**src/rtl/lfsr_arb_pkg.sv**
```systemverilog
// Shared constants, FSM state type and LFSR next-state function for lfsr_rr_arbiter.
package lfsr_arb_pkg;

  localparam int LFSR_W = 5;
  localparam logic [LFSR_W-1:0] LFSR_RST = 5'h1F;

  typedef enum logic [1:0] {
    IDLE  = 2'd0,
    STEP  = 2'd1,
    GRANT = 2'd2
  } arb_state_t;

  function automatic logic [LFSR_W-1:0] lfsr_next(input logic [LFSR_W-1:0] q);
    return {q[4] ^ q[3], q[4] ^ q[2], q[1], q[0], q[4]};
  endfunction

endpackage

```
**src/rtl/lfsr5_step.sv**
```systemverilog
// 5-bit LFSR register with enable and seed load; a zero seed is replaced by the reset value.
module lfsr5_step
  import lfsr_arb_pkg::*;
(
  input  logic              clk,
  input  logic              rst_b,
  input  logic              en,
  input  logic              ld,
  input  logic [LFSR_W-1:0] ld_val,
  output logic [LFSR_W-1:0] q
);

  always_ff @(posedge clk or negedge rst_b) begin
    if (!rst_b) begin
      q <= LFSR_RST;
    end else if (ld) begin
      q <= (ld_val == '0) ? LFSR_RST : ld_val;
    end else if (en) begin
      q <= lfsr_next(q);
    end
  end

endmodule

```
**src/rtl/lfsr_rr_arbiter.sv**
```systemverilog
// Round-robin arbiter sharing one 5-bit LFSR among NREQ requesters.
// Optional all-zero lockup detection on lock_err: define LFSR_LOCKUP_DET_EN.
module lfsr_rr_arbiter
  import lfsr_arb_pkg::*;
#(
  parameter int NREQ  = 4,
  parameter int STEPS = 1
) (
  input  logic              clk,
  input  logic              rst_b,
  input  logic [NREQ-1:0]   req,
  input  logic              seed_ld,
  input  logic [LFSR_W-1:0] seed,
  output logic [NREQ-1:0]   gnt,
  output logic [LFSR_W-1:0] rnd,
  output logic              busy,
  output logic              lock_err
);

  localparam int PW = (NREQ > 1) ? $clog2(NREQ) : 1;

  arb_state_t        state;
  logic [PW-1:0]     ptr;
  logic [PW-1:0]     win_q;
  logic [PW-1:0]     win_c;
  logic [PW-1:0]     idx;
  logic              win_vld;
  logic [3:0]        cnt;
  logic [LFSR_W-1:0] lfsr_q;

  lfsr5_step u_lfsr (
    .clk    (clk),
    .rst_b  (rst_b),
    .en     (state == STEP),
    .ld     (seed_ld),
    .ld_val (seed),
    .q      (lfsr_q)
  );

  // First set request scanning upward from ptr, wrapping at NREQ.
  always_comb begin
    win_vld = 1'b0;
    win_c   = '0;
    idx     = '0;
    for (int unsigned i = 0; i < NREQ; i++) begin
      idx = PW'((32'(ptr) + i) % NREQ);
      if (!win_vld && req[idx]) begin
        win_vld = 1'b1;
        win_c   = idx;
      end
    end
  end

  always_ff @(posedge clk or negedge rst_b) begin
    if (!rst_b) begin
      state <= IDLE;
      gnt   <= '0;
      rnd   <= '0;
      busy  <= 1'b0;
      ptr   <= '0;
      win_q <= '0;
      cnt   <= '0;
    end else begin
      gnt <= '0;
      if (seed_ld) begin
        state <= IDLE;
        busy  <= 1'b0;
      end else begin
        case (state)
          IDLE: begin
            if (win_vld) begin
              win_q <= win_c;
              cnt   <= 4'(STEPS - 1);
              state <= STEP;
              busy  <= 1'b1;
            end
          end
          STEP: begin
            if (cnt == '0) begin
              // The LFSR advances on this same edge, so capture its next value.
              state <= GRANT;
              gnt   <= NREQ'(1) << win_q;
              rnd   <= lfsr_next(lfsr_q);
              ptr   <= (win_q == PW'(NREQ - 1)) ? '0 : win_q + 1'b1;
            end else begin
              cnt <= cnt - 1'b1;
            end
          end
          GRANT: begin
            state <= IDLE;
            busy  <= 1'b0;
          end
          default: begin
            state <= IDLE;
            busy  <= 1'b0;
          end
        endcase
      end
    end
  end

`ifdef LFSR_LOCKUP_DET_EN
  always_ff @(posedge clk or negedge rst_b) begin
    if (!rst_b) begin
      lock_err <= 1'b0;
    end else if (lfsr_q == '0) begin
      lock_err <= 1'b1;
    end
  end
`else
  assign lock_err = 1'b0;
`endif

endmodule

```
**config.mk**
```make
export PLATFORM = sky130hd
export DESIGN_NAME = lfsr_rr_arbiter
export DESIGN_NICKNAME = d
export VERILOG_FILES = /design/src/rtl/lfsr_arb_pkg.sv /design/src/rtl/lfsr5_step.sv /design/src/rtl/lfsr_rr_arbiter.sv
export SDC_FILE = /design/constraint.sdc
export NUM_CORES = 1
export LEC_CHECK = 0
export CORE_MARGIN = 1.5
export CORE_UTILIZATION = 40
export DETAILED_ROUTE_END_ITERATION = 6
export PLACE_DENSITY_LB_ADDON = 0.25
export SLEW_MARGIN = 15
export SYNTH_ARGS = -nofsm -noshare
export SYNTH_HDL_FRONTEND = slang
export SYNTH_SLANG_ARGS = --single-unit
```
**constraint.sdc**
```tcl
create_clock -name clk -period 2 [get_ports clk]
set_input_delay 0.2 -clock clk [delete_from_list [all_inputs] [get_ports clk]]
set_output_delay 0.2 -clock clk [all_outputs]
set_load 0.005 [all_outputs]
```
== Yosys cells after proc, flatten, opt, wreduce, memory -nomap -nowiden ==
Index checks and enable logic that the tools add are counted.

* $add $sub $neg: 5
* Equality and inequality tests: 7
* Reduce and logical (&&, ||, !) cells: 16
* Mux-type cells: 33
* Shifts and indexed selects: 1
* Bitwise operators: 3
* Magnitude comparators: 4

{| class="wikitable"
|+ Operator list
! kind !! number
|-
| two-way mux 4 bit || 5
|-
| two-way mux 2 bit || 8
|-
| two-way mux 5 bit || 3
|-
| less-than comparator 2 x 3 -> 1 bit (second input constant) || 4
|-
| two-way mux 1 bit || 10
|-
| binary-select mux 1 bit (select 2 bit) || 4
|-
| case mux 4 bit (2 select lines) || 1
|-
| != test 2 bit (second input constant) || 3
|-
| != test 3 bit (second input constant) || 2
|-
| AND reduction 3 bit || 2
|-
| logical NOT 5 bit || 1
|-
| adder 2 x 1 -> 2 bit (second input constant) || 2
|-
| adder 2 bit (second input constant) || 2
|-
| logical NOT 4 bit || 1
|-
| case mux 2 bit (2 select lines) || 1
|-
| AND reduction 2 bit || 2
|-
| AND reduction 4 bit || 1
|-
| nonzero test 2 bit || 2
|-
| << shifter 1 x 2 -> 4 bit (first input constant) || 1
|-
| subtractor 4 x 1 -> 4 bit (second input constant) || 1
|-
| logical AND 1 bit || 3
|-
| logical NOT 1 bit || 3
|-
| == test 2 x 1 -> 1 bit (second input constant) || 1
|-
| == test 2 bit (second input constant) || 1
|-
| other kinds (4) || 5
|}

* Output and inout port bits: 11
* Flip-flop bits (word level): 25

== Logic depth before layout (Yosys ltp) ==
Gate-level depths: netlist (run 1).

* Word-level depth: 15
* Mapped depth: 7

== By module ==
A second synthesis (run 1) with hierarchy kept.

* Cell total of the unflattened synthesis: 124
* Area total of the unflattened synthesis: 1,257.5 µm²

{| class="wikitable"
|+ Modules (own cells, without submodules)
! module !! times used !! cells an instance !! area each (µm²)
|-
| lfsr_rr_arbiter || 1 || 100 || 984.7
|-
| lfsr5_step || 1 || 24 || 272.8
|}

== Worst setup path before layout (run 1) ==
OpenSTA, ideal clock, no wires.

* Path kind: register -> register
* Start: register cnt[0]
* End: register ptr[1]
* Arrival time: 1.524 ns
* Required time: 1.875 ns
* Setup time: 0.125 ns
* Period minus slack after synthesis: 1.649 ns
* Path buffers: 1
* Slack: 0.351 ns
* Stages on the path, launching flop included: 7
* Cells stage by stage: dfrtp_1 -> inv_1 -> ha_1 -> nand2b_1 -> nor4_4 -> buf_6 -> mux2_4

* Word-level cells in the longest chain between the ends: 2

{| class="wikitable"
|+ Ends and longest elaborated chain
! element !! line !! source
|-
| start, declared || lfsr_rr_arbiter.sv:28 || <nowiki>logic [3:0] cnt;</nowiki>
|-
| start signal, assigned || lfsr_rr_arbiter.sv:73 || <nowiki>cnt <= 4'(STEPS - 1);</nowiki>
|-
| start signal, assigned || lfsr_rr_arbiter.sv:86 || <nowiki>cnt <= cnt - 1'b1;</nowiki>
|-
| logical NOT 4 bit || lfsr_rr_arbiter.sv:79 || <nowiki>if (cnt == '0) begin</nowiki>
|-
| AND reduction 3 bit (no line) || - ||
|-
| end signal, assigned || lfsr_rr_arbiter.sv:84 || <nowiki>ptr <= (win_q == PW'(NREQ - 1)) ? '0 : win_q + 1'b1;</nowiki>
|-
| end, declared || lfsr_rr_arbiter.sv:23 || <nowiki>logic [PW-1:0] ptr;</nowiki>
|}

No other way between the ends.
A chain may end at the register's enable or synchronous reset.

== Worst setup path after layout (run 1) ==
* Start: register cnt[0]
* End: register rnd[1]

* Word-level cells in the longest chain between the ends: 2

{| class="wikitable"
|+ Ends and longest elaborated chain
! element !! line !! source
|-
| logical NOT 4 bit || lfsr_rr_arbiter.sv:79 ||
|-
| AND reduction 3 bit (no line) || - ||
|-
| end signal, assigned || lfsr_rr_arbiter.sv:83 || <nowiki>rnd <= lfsr_next(lfsr_q);</nowiki>
|-
| end, declared || lfsr_rr_arbiter.sv:15 || <nowiki>output logic [LFSR_W-1:0] rnd,</nowiki>
|}

No other way between the ends.

==> summary.md, run 1 <==
| Metric | Value |
|---|---|
| Arr. time, crit path | `2.00 ns` |
| Initial antenna violation count | `0` |
| Distinct cells, synth | `32` |
| Die area | `0.00347 mm²` |
| Hold Vio Cnt, Final | `0` |
| M1 WL | `slightly above 900 µm` |
| Worst Slack Setup Final | `approximately 0.24 ns` |
| Ys Warns | `0` |
| Post-synthesis sequential area ratio | `50.5%` |
| Met3 WL | `79 µm` |
| Nets | `between 150 and 200` |
| Post-synth EDFFs | `0` |
| Die Y | `58.9 µm` |
| Layout Skew | `0.00978 ns` |
| Mapped Nets | `127` |
| Setup_tns | `0 ns` |
| Layout cell share with drive strength beyond 1 | `21.3%` |
| DR WL/cell | `12.7 µm` |
| CTS Buf Count | `3` |
| Post-DP HPWL | `1660 µm` |
| Ys flop type | `dfrtp_1` |
| Worst skew pair latency | `roughly 0.33 ns` |
| Initial DRC Count | `44` |
| RSZ-0062 raised after global routing | `no` |
| Area leader, netlist | `dfrtp_1` |
| Status | `finished, final reports clean` |
| Power per cell area | `roughly 1200 mW/mm²` |
| Asr flop ratio synth | `100%` |
| DRC Markers | `0` |
| Crit path launch type | `register` |
| Max Used Layer | `met4` |
| Postcts setup bufs | `0` |
| H-tree level count | `1` |
| Antenna cells | `0` |
| Placeable Area | `0.00300 mm²` |
| Tot Pwr | `0.00180 W` |
| Vias/cell | `5.21` |
| Min cycle time layout | `1.76 ns` |
| #FFs+latches synth | `25` |
| Vias | `about 880` |
| Hold Buf Count CTS | `0` |
| Crit share post-route | `88.2%` |
| Vias in the first global route | `872` |
| Top cells by area, synth | `dfrtp_1 (40%), dfstp_2 (11%), mux2_2 (6.3%)` |
| Placement Setup Slack | `0.216 ns` |
| Fin. max-slew vios | `0` |
| GR Overflow Total | `0` |
| Total track usage | `between 10 and 15%` |
| CTS sink cnt | `25` |
| Met2 wire len | `1110 µm` |
| Worst min path class | `in -> async` |
| Largest net degree at the start of global routing | `26` |
| Reg-to-reg slack, setup | `0.24 ns` |
| Synthesized instance count | `between 100 and 150` |
| Critical path class | `reg -> reg` |
| Final ANT Viol Nets | `0` |
| Endpoints failing setup | `0` |
| Layout area overhead | `22.5%` |
| CTS tree | `built` |
| Post-DP Area | `about 0.0015 mm²` |
| Setup crit end kind | `register` |
| Synthesized cell area | `0.00125 mm²` |
| Max VDD drop | `0.689 mV` |
| Max-Cap Viols | `0` |
| RePlAce Congestion | `about 0.8` |
| Reg clk slew, reported paths | `roughly 0.15 ns` |
| Fmax | `567 MHz` |
| Initial Util | `around two fifths` |
| Die width | `58.9 µm` |
| Syn Area/Cell | `~11 µm²` |
| CP Max Fanout | `7` |
| Max Buffers Root-to-Sink | `2` |
| Top-level I/O count | `23` |
| Top-count cell post-synth | `dfrtp_1` |
| Final instance area | `approximately 0.0015 mm²` |
| Leak Pwr | `~0.64 nW` |
| Port buffer count | `21` |
| TritonRoute pass-1 iters | `4` |
| Root buf cell | `clkbuf_4` |
| Most frequent cells after synthesis | `dfrtp_1 (20), nor2_1 (11), mux2_2 (7)` |
| Yosys top cell area share | `40.0%` |
| FP Rows | `20` |
| First-pass GRT wire length | `3720 µm` |
| PostCTS Resize Cnt | `0` |
| WL final | `2140 µm` |
| Critical Path RT | `2.24 ns` |
## routing by layer
metal,up-vias,global-route usage [%]
li1,432,-
met1,426,16.1
met2,19,25.9
met3,4,4.62
met4,0,5.19
met5,-,0
## metrics by stage
stage               hold WS [ns]  std cells  utilization [%]
floorplan                -0.0956        110                -
global placement           0.479        165             50.0
detailed placement         0.479        165             50.0
CTS                        0.209        169             51.0
global route               0.226        169             51.0
finish                     0.204        169             51.0
## state kept, by name, indices dropped and copies added (netlist names)
register  flops
ptr           2
busy          1
u_lfsr.q      5
state         2
win_q         2
cnt           4
rnd           5
gnt           4
## worst max-delay path, cell delays in order, from the launching register on
cell and delay, ns:
dfrtp_1 0.42, inv_1 0.06, ha_1 0.21, nand2b_1 0.12, nor4_4 0.46, mux2_2 0.40
## logic make-up after synthesis
| family | share of synthesized area, % |
|---|---|
| and+or+nand+nor | 16.8 |
| DFF | 50.5 |
| AOI/OAI and AO/OA | 12.8 |
| muxes | 8.30 |
| buffers and inverters | 4.20 |
| adders and majority gates | 5.00 |
| xor gates and xnor gates | 2.10 |
| other | 0.300 |
## layout by cell type, fill, tap and decap left out, drive strengths merged, types with 2 or more instances in the layout
cell type      instances
dfstp                  5
xnor2                  3
mux2                   8
clkbuf                 3
inv                    6
nor2                  11
nand2b                 6
clkdlybuf4s50         21
o21ai                  4
a22o                   2
o21a                   3
and2                   4
nor4                   3
dfrtp                 20
nand2                  6
o22a                   4
a21oi                  6
buf                    4
ha                     5
## worst paths after layout
check | start | to | cells past startpoint
setup reg to reg | cnt[0] | rnd[1] | 5
hold / removal | rst_b | win_q[0] | 2
min in group clk | seed[4] | u_lfsr.q[4] | 3
hold reg to reg | cnt[0] | cnt[0] | 1
setup / recovery | cnt[0] | rnd[1] | 5
max in group asynchronous | rst_b | u_lfsr.q[3] | 2
## final cells by class
class | instances | area, µm²
Inverter | 6 | 22.5
Clock buffer | 3 | 22.5
Timing Repair Buffer | 25 | 240
Tap cell | 33 | 41.3
Clock inverter | 1 | 7.51
Multi-Input combinational cell | 76 | 567
Fill cell | 271 | 1470
Sequential cell | 25 | 632
## where the power goes
group | internal, W | leakage, nW | switching, W
Sequential | 0.000686 | 0.306 | 0.000155
Clock | 0.0000767 | 0.0139 | 0.000162
Combinational | 0.000430 | 0.316 | 0.000294
Total | 0.00119 | 0.636 | 0.000611
(Power assumes the default switching activity.)
==> run 2: changes to the inputs <==
- HOLD_SLACK_MARGIN: not set -> 0.15
==> results of run 2 <==
The final DEF is identical to that of run 1; final timing and power are the same.
==> variant, RTL diff (config.mk and constraints of run 1) <==
Re-encode `arb_state_t` (3 states) as one-hot, 3 bits wide.
--- a/src/rtl/lfsr_arb_pkg.sv
+++ b/src/rtl/lfsr_arb_pkg.sv
@@ -6,6 +6,6 @@
 
-  typedef enum logic [1:0] {
-    IDLE  = 2'd0,
-    STEP  = 2'd1,
-    GRANT = 2'd2
+  typedef enum logic [2:0] {
+    IDLE  = 3'b001,
+    STEP  = 3'b010,
+    GRANT = 3'b100
   } arb_state_t;
Check against the original RTL: no difference found for any inputs over 4 cycles, from zero or initial values and one cycle with rst_b low; so few cycles prove little.
==> variant against run 1 <==
Worst hold slack gained 28 ps. Synthesized cell count grew 17%. Area after synthesis grew 0.50%. Sequential cell count grew 1. Sequential share of layout area shrank 0.066 points. Design area grew 4.3%. Count of clock-buffer cells in the layout grew 1. Via count grew 13%. Setup slack lost 100 ps. Wire length grew 16%. Total power shrank 20%. Utilization grew 1.8 points. Critical path depth grew 1. Die area grew 0.48%. Critical path type unchanged.
==> variant: results (changes against run 1) <==
The flow ran to the end, and the final reports show no timing, DRC or antenna violations. The logs give 176 (+14%) for the count of nets after finishing and 3489 µm² (+0.48%) for the area of the die. The maximum VDD drop was 0.3131 mV (-55%). The fraction of cell area in non-clock buffers works out to 16.90% (+1.2 points). The sequential portion of the cell area is 41.16% (-0.066 points).

The run gives 33 (+3.1%) as the distinct cell type count of the synthesized netlist. The first-pass GRT wire length came out at 4367 µm (+17%). The tools report the setup slack after placement as 45.36 ps (-170.3 ps). Master cell of the clock root buffer: sky130_fd_sc_hd__clkbuf_4.

The sequential share of the synthesized area is 52.34% (+1.8 points), and the number of buffers on the longest clock path is 2 (unchanged). Count of plain and timing-repair buffers: 29 (+16%). The data arrival time of the critical path is 2130 ps (+130 ps). The clock network area share is 2.269% (+0.31 points), and the proportion of cell area occupied by multi-input gates is 34.59% (-2.4 points).

The tools report the total cell area at the placement stage as 1563 µm² (+4.0%). Count of clock-net buffers in the final layout: 4 (+1). The number of DRC markers in iteration 0 was 19 (-57%).

In the final layout, the registers with the most flip-flops are rnd: 5 flops, u_lfsr.q: 5 flops. The logs give 198 (+20%) for the placed instance count and 0 (unchanged) for the count of synthesis-stage warnings from yosys. The maximum number of pins on one net before global-route repair is 27 (+3.8%), and the maximum cell stage delay along the critical path is 530 ps (+70 ps). The source-to-sink clock delay at the later pin of the worst-skew pair is 310 ps (-20 ps).

For the initial antenna violation count, the log shows 0 (unchanged). The number of nets produced by synthesis is 146 (+15%). By area the synthesized netlist is led by sky130_fd_sc_hd__dfrtp_1 40%, sky130_fd_sc_hd__dfstp_2 13%, sky130_fd_sc_hd__nand2_1 6.9%. The final RePlAce weighted congestion came out at 0.7548 (-5.3%). The tools report the leakage power total as 0.7358 nW (+16%).

For the worst clock skew, the log shows 2.632 ps (-7.152 ps). For this design, the slowest cell found on the critical path is sky130_fd_sc_hd__or4b_1. The number of non-clock inverters works out to 7 (+1). The fill cell instance count of the final layout was 277 (+2.2%); the flip-flop and latch count after synthesis was 26 (+4.0%). Wire length reported by the detailed router: 2492 µm (+16%). The area of combinational cells with multiple inputs was 553.0 µm² (-2.4%); the total global-route track usage was 16.14% (+1.6 points).

The average wire length per cell after detail routing is 12.34 µm (-2.6%). The proportion of layout cells with a drive suffix above 1 came out at 13.92% (-7.4 points). The largest driver fanout on the critical path came out at 4 (-3).

Ranked by instance count, the synthesized netlist is headed by 23 x sky130_fd_sc_hd__nand2_1, 20 x sky130_fd_sc_hd__dfrtp_1, 14 x sky130_fd_sc_hd__nor2_1. The tools report the routed via count as 999 (+13%). The cell family with the largest share of critical-path delay was simple AND/OR/NAND/NOR gates. The port buffer count is 21 (unchanged). The tools report the detailed placement HPWL as 1888 µm (+14%).

The synthesized area per cell was 9.748 µm² (-14%). For the number of diodes, the log shows 0 (unchanged). The number of multi-input logic gates is 92 (+21%).
## variant: path summary, 6_finish.rpt
kind / start / cells after the start / end / slack (ps)
max in group asynchronous: rst_b / 2 / state[0]$_DFFE_PN1P_ / 1470
worst max-delay path: cnt[0]$_DFFE_PN0P_ / 6 / cnt[3]$_DFFE_PN0P_ / 130
worst min register to register: rnd[1]$_DFFE_PN0P_ / 2 / rnd[1]$_DFFE_PN0P_ / 490
min in group clk: seed[4] / 3 / u_lfsr.q[4]$_DFFE_PN1P_ / 490
worst min-delay path: rst_b / 2 / rnd[4]$_DFFE_PN0P_ / 230
worst max register to register: cnt[0]$_DFFE_PN0P_ / 6 / cnt[3]$_DFFE_PN0P_ / 130
## variant: worst reg2reg max path: stages (launching register included)
cell and delay (ps):
sky130_fd_sc_hd__dfrtp_1 400, sky130_fd_sc_hd__inv_1 60, sky130_fd_sc_hd__ha_1 210, sky130_fd_sc_hd__nor3b_1 150, sky130_fd_sc_hd__or3_1 400, sky130_fd_sc_hd__or4b_1 530
sky130_fd_sc_hd__nand2_1 80
## variant: per-layer routing
metal  global-route usage, %  part of all wire (%)  vias to the layer above
li1                        -                     -                      493
met1                   19.53                    44                      482
met2                   29.68                    52                       22
met3                   2.620                   3.3                        2
met4                   3.896                  0.60                        0
met5                       0                     0                        -
## variant: cell families after synthesis
logic type,after synthesis,share of synthesized area [%]
multiplexers,2,1.592
other,1,0.2982
adder cells (fa/ha/maj),5,4.975
AND/OR/NAND/NOR,59,23.78
buffers and inverters,11,3.681
AO/OA/AOI/OAI,22,11.24
XOR/XNOR,3,2.090
flip-flops,26,52.34
## variant: power by group
| part | switching, mW | leakage [nW] | internal, mW |
|---|---|---|---|
| registers | 0.0987 | 0.327 | 0.654 |
| logic | 0.187 | 0.388 | 0.247 |
| clock network | 0.152 | 0.0210 | 0.111 |
